$ cat src/rtl/hazard_pkg.sv
// Shared types and defaults for the pipeline hazard / branch-flush controller.
package hazard_pkg;

  localparam int ADDR_W_DEF = 8;

  typedef enum logic [1:0] {
    RUN     = 2'd0,
    BR_WAIT = 2'd1,
    FLUSH   = 2'd2
  } hz_state_t;

endpackage

$ cat src/rtl/hazard_match.sv
// Compares one decode source operand against every in-flight producer and
// reports whether that operand must stall decode.
module hazard_match
  import hazard_pkg::*;
#(
  parameter int ADDR_W      = ADDR_W_DEF,
  parameter int NUM_PROD    = 3,
  parameter int FORWARD_EN  = 0,
  parameter int ZERO_REG_EN = 1
) (
  input  logic [ADDR_W-1:0]          src_addr,
  input  logic                       src_valid,
  input  logic [NUM_PROD-1:0]        prod_regwrite,
  input  logic [NUM_PROD*ADDR_W-1:0] prod_addr,
  input  logic [NUM_PROD-1:0]        prod_is_load,
  output logic                       stall
);

  logic                src_live;
  logic [NUM_PROD-1:0] hit;
  logic [NUM_PROD-1:0] gate;

  // The zero register is hard-wired, so reading it never depends on a producer.
  assign src_live = src_valid & ~((ZERO_REG_EN != 0) && (src_addr == '0));

  for (genvar gi = 0; gi < NUM_PROD; gi++) begin : g_prod
    assign hit[gi] = src_live & prod_regwrite[gi] &
                     (prod_addr[gi*ADDR_W +: ADDR_W] == src_addr);
    // With bypassing, only a load still in execute cannot be forwarded in time.
    assign gate[gi] = (FORWARD_EN == 0) || ((gi == 0) && prod_is_load[gi]);
  end

  assign stall = |(hit & gate);

endmodule

$ cat src/rtl/hazard_unit.sv
// RAW hazard detection plus branch hold/flush sequencing for an in-order
// pipeline; drives the per-stage halt and flush controls.
module hazard_unit
  import hazard_pkg::*;
#(
  parameter int ADDR_W         = ADDR_W_DEF,
  parameter int NUM_SRC        = 2,
  parameter int NUM_PROD       = 3,
  parameter int FORWARD_EN     = 0,
  parameter int ZERO_REG_EN    = 1,
  parameter int BRANCH_PENALTY = 2,
  parameter int CNT_W          = 16
) (
  input  logic                       clk,
  input  logic                       rst,
  input  logic [NUM_SRC*ADDR_W-1:0]  dsrc_addr,
  input  logic [NUM_SRC-1:0]         dsrc_valid,
  input  logic [NUM_PROD-1:0]        prod_regwrite,
  input  logic [NUM_PROD*ADDR_W-1:0] prod_addr,
  input  logic [NUM_PROD-1:0]        prod_is_load,
  input  logic                       dbranch,
  input  logic                       branch_resolved,
  input  logic                       branch_taken,
  output logic                       halt_fetch,
  output logic                       halt_decode,
  output logic                       halt_execution,
  output logic                       halt_writeback,
  output logic                       flush_decode,
  output logic [CNT_W-1:0]           stall_count,
  output logic                       protocol_err
);

  localparam int PEN_W = (BRANCH_PENALTY > 1) ? $clog2(BRANCH_PENALTY) : 1;
  localparam logic [PEN_W-1:0] PEN_LOAD = PEN_W'(BRANCH_PENALTY - 1);

  logic [NUM_SRC-1:0] src_stall;
  logic               raw_stall;
  hz_state_t          state_reg, state_next;
  logic [PEN_W-1:0]   pen_reg, pen_next;
  logic [CNT_W-1:0]   stall_cnt_reg;
  logic               perr_reg, perr_next;

  for (genvar gi = 0; gi < NUM_SRC; gi++) begin : g_src
    hazard_match #(
      .ADDR_W      (ADDR_W),
      .NUM_PROD    (NUM_PROD),
      .FORWARD_EN  (FORWARD_EN),
      .ZERO_REG_EN (ZERO_REG_EN)
    ) u_match (
      .src_addr      (dsrc_addr[gi*ADDR_W +: ADDR_W]),
      .src_valid     (dsrc_valid[gi]),
      .prod_regwrite (prod_regwrite),
      .prod_addr     (prod_addr),
      .prod_is_load  (prod_is_load),
      .stall         (src_stall[gi])
    );
  end

  assign raw_stall = |src_stall;

  always_comb begin
    state_next = state_reg;
    pen_next   = pen_reg;
    perr_next  = perr_reg;
    case (state_reg)
      RUN: begin
        // The branch leaves decode only once its own operands are clear.
        if (dbranch && !raw_stall) state_next = BR_WAIT;
        if (branch_resolved) perr_next = 1'b1;
      end
      BR_WAIT: begin
        if (branch_resolved) begin
          if (branch_taken) begin
            state_next = FLUSH;
            pen_next   = PEN_LOAD;
          end else begin
            state_next = RUN;
          end
        end
      end
      FLUSH: begin
        // Whatever sits in decode here is wrong-path, so dbranch is ignored.
        if (pen_reg == '0) state_next = RUN;
        else pen_next = pen_reg - PEN_W'(1);
        if (branch_resolved) perr_next = 1'b1;
      end
      default: state_next = RUN;
    endcase
  end

  always_comb begin
    halt_decode  = 1'b0;
    halt_fetch   = 1'b0;
    flush_decode = 1'b0;
    if (!rst) begin
      halt_decode  = raw_stall & (state_reg != FLUSH);
      halt_fetch   = (raw_stall & (state_reg != FLUSH)) | (state_reg == BR_WAIT);
      flush_decode = (state_reg == FLUSH) | ((state_reg == BR_WAIT) & ~raw_stall);
    end
  end

  always_ff @(posedge clk) begin
    if (rst) begin
      state_reg     <= RUN;
      pen_reg       <= '0;
      stall_cnt_reg <= '0;
      perr_reg      <= 1'b0;
    end else begin
      state_reg <= state_next;
      pen_reg   <= pen_next;
      perr_reg  <= perr_next;
      if (halt_decode && !(&stall_cnt_reg)) stall_cnt_reg <= stall_cnt_reg + CNT_W'(1);
    end
  end

  assign halt_execution = 1'b0;
  assign halt_writeback = 1'b0;
  assign stall_count    = stall_cnt_reg;
  assign protocol_err   = perr_reg;

endmodule
$ cat config.mk
export PLATFORM = sky130hd
export DESIGN_NAME = hazard_unit
export DESIGN_NICKNAME = d
export VERILOG_FILES = /design/src/rtl/hazard_pkg.sv /design/src/rtl/hazard_match.sv /design/src/rtl/hazard_unit.sv
export SDC_FILE = /design/constraint.sdc
export NUM_CORES = 1
export LEC_CHECK = 0
export ABC_CLOCK_PERIOD_IN_PS = 2600
export BUFFER_PORTS_ARGS = -buffer_cell sky130_fd_sc_hd__clkbuf_2
export CAP_MARGIN = 20
export CORE_ASPECT_RATIO = 0.7
export CORE_MARGIN = 4
export CORE_UTILIZATION = 29
export CTS_BUF_LIST = sky130_fd_sc_hd__clkbuf_8
export DETAILED_ROUTE_END_ITERATION = 12
export HOLD_SLACK_MARGIN = 0.06
export PLACE_DENSITY = 0.5
export SLEW_MARGIN = 30
export SYNTH_ARGS = -nofsm -noshare
export SYNTH_HDL_FRONTEND = slang
export SYNTH_SLANG_ARGS = --single-unit
export TNS_END_PERCENT = 1
$ cat constraint.sdc
create_clock -name clk -period 2.6 [get_ports clk]
set_clock_uncertainty 0.1 [all_clocks]
set_input_delay 0.39 -clock clk [delete_from_list [all_inputs] [get_ports clk]]
set_output_delay 0.39 -clock clk [all_outputs]
set_load 0.05 [all_outputs]
==> summary.md <==
| Metric | Value |
|---|---|
| Outcome | finished, violations left |
| Failing checks | setup timing |
| Avg Inst Size Synth | 8.23 sq um |
| Crit path required time | 2.11 ns |
| Startpoint-to-endpoint class of the critical path | input port to output port |
| Count of antenna-violating nets left after detailed routing | 0 |
| Number of buffers on the longest clock path | 2 |
| Max-slew violation total from the final report | 0 |
| Max-cap violations | 0 |
| Synthesized instance count | 207 |
| DRT Pass-1 Iters | 4 |
| Cell seen most often among critical-path stages | sky130_fd_sc_hd__clkbuf_8 |
| Crit path capture type | output port |
| Clock latency of the later-clocked register in the worst-skew pair | 0.26 ns |
| Number of flip-flops in the largest register | 16 |
| Reg power frac | about 42% |
| Post-cts hold buffer count | 0 |
| Portion of total power attributed to the clock network | a little over a quarter |
| Antenna diode instance count | 0 |
| Vias per Instance | 4.86 |
| Power Internal | 521 uW |
| Final min period | between 2 and 3 ns |
| Critical path, cell by cell | clkbuf_8 > or4_4 > o21ai_4 > nor4_2 > nor3_4 > and2_4 > maj3_2 > nor2_2 > clkbuf_8 |
| Setup violations, final | 3 |
| Post-route fraction of the period consumed by the critical path | 103% |
| Die span in y | 72.1 um |
| Pwr Density | between 300 and 400 nW/um^2 |
| Cell taking the most area after synthesis | sky130_fd_sc_hd__dfxtp_1 |
| Floorplan die area | 7190 sq um |
| Post-route worst hold slack | 0.290 ns |
| Number of DRC markers after the initial detailed-route iteration | 85 |
| Library cells used by synthesis | 47 |
| Headroom to the max-slew limit | 67.2% |
| Maximum ir drop on the vdd rail | between 200 and 250 uV |
| Final net count | roughly 350 |
| Post-synthesis sequential area ratio | 23.5% |
| Wirelength, routed | roughly 5400 um |
| Minimum setup slack in the final design | -0.0878 ns |
| Share of total power in combinational logic | 31.2% |
| Width of the die | 99.6 um |
| DRC Markers | 0 |
| Portion of synthesized cell area occupied by the leading cell type | 23.5% |
| Delay of the slowest cell on the worst path | 0.52 ns |
| Number of buffers added on ports | 69 |
| Via Count | between 1.5k and 2k |
| GR Overflow Total | 0 |
| Top-level I/O count | 75 |
| Fraction of layout instances using a drive strength above 1 | 40.6% |
| Count of clock tree sinks | 20 |
| Crit path max fanout | 5 |
| Clock tree from TritonCTS | done |
| Slew @ Worst Pin | 0.480 ns |
| All-layer global routing usage | between 10% and 20% |
| Via count of the first global-routing pass | between 1.5k and 2k |
| Final RePlAce weighted congestion | 0.827 |
| Async SR Flop Fraction | 0% |
| Core Region | 5700 sq um |
| Site row count | 23 |
| Pin count of the biggest net entering global routing | 31 |
| Most frequent cell after synthesis | sky130_fd_sc_hd__xnor2_1 |
| Arr. time, crit path | 2.20 ns |
| Endpoints failing hold | 0 |
| Master cell of the clock root buffer | sky130_fd_sc_hd__clkbuf_8 |
| Slowest stage cell, crit path | sky130_fd_sc_hd__or4_4 |
| Top area cells in the synthesized netlist | sky130_fd_sc_hd__dfxtp_1 (23%), sky130_fd_sc_hd__xnor2_1 (15%), sky130_fd_sc_hd__xor2_1 (11%) |
| Fill cell total of the finished layout | 595 |
| Net switching share of the total power | 30.7% |
| Inserted Clock Buffers | 3 |
| Share of the core filled with cells in the final layout | 43.2% |
| Hold Crit Class | input port to flop |
| Cell types with the highest counts after synthesis | sky130_fd_sc_hd__xnor2_1 (29), sky130_fd_sc_hd__xor2_1 (21), sky130_fd_sc_hd__dfxtp_1 (20) |
| Number of flops mapped to enable cells by yosys | 0 |
| Main flop type after synthesis | sky130_fd_sc_hd__dfxtp_1 |
| Post-synthesis instance area | 1700 sq um |
| Final routed wire length divided by cell count | 14.5 um |
| Total net switching power | 230 uW |
| Area grow syn2layout | 44.4% |
| HPWL reported at the end of detailed placement | 4490 um |
| Place WS | -0.228 ns |
| Register clock-pin slew on the reported worst setup and hold paths | 0.07 ns |
| Initial cell density of the core | 29.9% |
| Nature of the critical path startpoint | input port |
| Count of state elements after synthesis | 20 |
| Highest achievable clock rate | 372 MHz |
| Total leakage power | 0.00101 uW |
| Number of antenna violations at the first check in global routing | 0 |
| Wire length of the first global-routing pass | just under 9000 um |
| Setup repair after global routing missed its margin | true |
| Post-layout total power | 751 uW |
| Depth of the CTS H-tree | 1 |
| Yosys warning total | 0 |
## path summary, 6_finish.rpt
check | start | slack (ns) | cells past startpoint | to
setup / recovery | dsrc_addr[1] | -0.09 | 9 | halt_fetch
hold / removal | branch_taken | 0.29 | 3 | pen_reg
setup reg to reg | stall_count[2] | 0.37 | 7 | stall_count[13]
hold reg to reg | pen_reg | 0.36 | 2 | state_reg[1]
## cells by family after synthesis
family | count (synthesis) | share of synthesized area [%]
XOR/XNOR | 50 | 25.7
other | 1 | 0.220
buffers and inverters | 10 | 3.74
flip-flops | 20 | 23.5
adder cells (fa/ha/maj) | 2 | 1.32
AO/OA/AOI/OAI | 27 | 10.5
multiplexers | 6 | 4.33
AND/OR/NAND/NOR | 91 | 30.7
## through the flow
stage          cells  cell area, sq um  TNS [ns]
3_3_place_gp     369              2290     -1.12
3_5_place_dp     369              2290     -1.33
2_1_floorplan    208              1720    -0.179
5_1_grt          373              2460    -0.449
4_1_cts          373              2440    -0.147
6_report         373              2460    -0.203
## power groups by stage
stage / clock network, uW / registers [uW] / logic [uW]
2_1_floorplan: 0 / 324 / 111
3_3_place_gp: 0 / 319 / 215
3_5_place_dp: 0 / 319 / 216
4_1_cts: 214 / 311 / 232
5_1_grt: 226 / 312 / 256
6_report: 205 / 312 / 235
## worst max-delay path: cells and delay by family
family	cells	cell delay, ns
compound gates	1	0.25
fa+ha+maj	1	0.18
buf+inv	2	0.31
simple gates	5	1.04
## final cells by class
type | count | area, sq um | area share [%]
Clock buffer | 3 | 41.3 | 1.68
Inverter | 1 | 3.75 | 0.153
Multi-Input combinational cell | 178 | 1320 | 53.7
Sequential cell | 20 | 400 | 16.3
Tap cell | 75 | 93.8 | 3.81
Timing Repair Buffer | 96 | 599 | 24.4
## cells in the final DEF (no fill, tap or decap), types with 2 or more instances in the layout
cell | netlist | layout
sky130_fd_sc_hd__or4_4 | 0 | 2
sky130_fd_sc_hd__nand4_1 | 10 | 10
sky130_fd_sc_hd__nor2_1 | 14 | 12
sky130_fd_sc_hd__or3_1 | 5 | 5
sky130_fd_sc_hd__nor3_1 | 5 | 4
sky130_fd_sc_hd__nor2b_1 | 7 | 7
sky130_fd_sc_hd__o31ai_1 | 4 | 4
sky130_fd_sc_hd__o21ai_0 | 2 | 2
sky130_fd_sc_hd__clkbuf_8 | 0 | 7
sky130_fd_sc_hd__dfxtp_1 | 20 | 20
sky130_fd_sc_hd__nand2_1 | 13 | 13
sky130_fd_sc_hd__mux2_4 | 2 | 2
sky130_fd_sc_hd__buf_4 | 3 | 26
sky130_fd_sc_hd__nor3_2 | 2 | 2
sky130_fd_sc_hd__a211oi_2 | 1 | 2
sky130_fd_sc_hd__xor2_1 | 21 | 21
sky130_fd_sc_hd__or4_1 | 9 | 7
sky130_fd_sc_hd__conb_1 | 1 | 2
sky130_fd_sc_hd__xnor2_1 | 29 | 29
sky130_fd_sc_hd__nor2_2 | 1 | 2
sky130_fd_sc_hd__nand2b_1 | 2 | 2
sky130_fd_sc_hd__and3_1 | 2 | 2
sky130_fd_sc_hd__mux2_2 | 2 | 2
sky130_fd_sc_hd__a21oi_1 | 11 | 11
sky130_fd_sc_hd__nor4_2 | 1 | 2
sky130_fd_sc_hd__nor4_1 | 6 | 3
sky130_fd_sc_hd__nand3_1 | 8 | 8
sky130_fd_sc_hd__nor4_4 | 0 | 2
sky130_fd_sc_hd__clkbuf_2 | 0 | 63
## per-layer routing
metal | GRT usage (%) | wire [um] | up-vias
met3 | 4.23 | 245 | 4
li1 | - | - | 940
met2 | 22.6 | 2290 | 32
met1 | 23.3 | 2840 | 835
met5 | 0 | 0 | -
met4 | 2.42 | 23 | 0
## timing repair
action,4_1_cts,5_1_grt
endpoints found under the setup margin,3,4
pin swaps,7,0
gates resized for setup,20,4
setup buffers,2,0
Power figures use the tool's default switching activity.
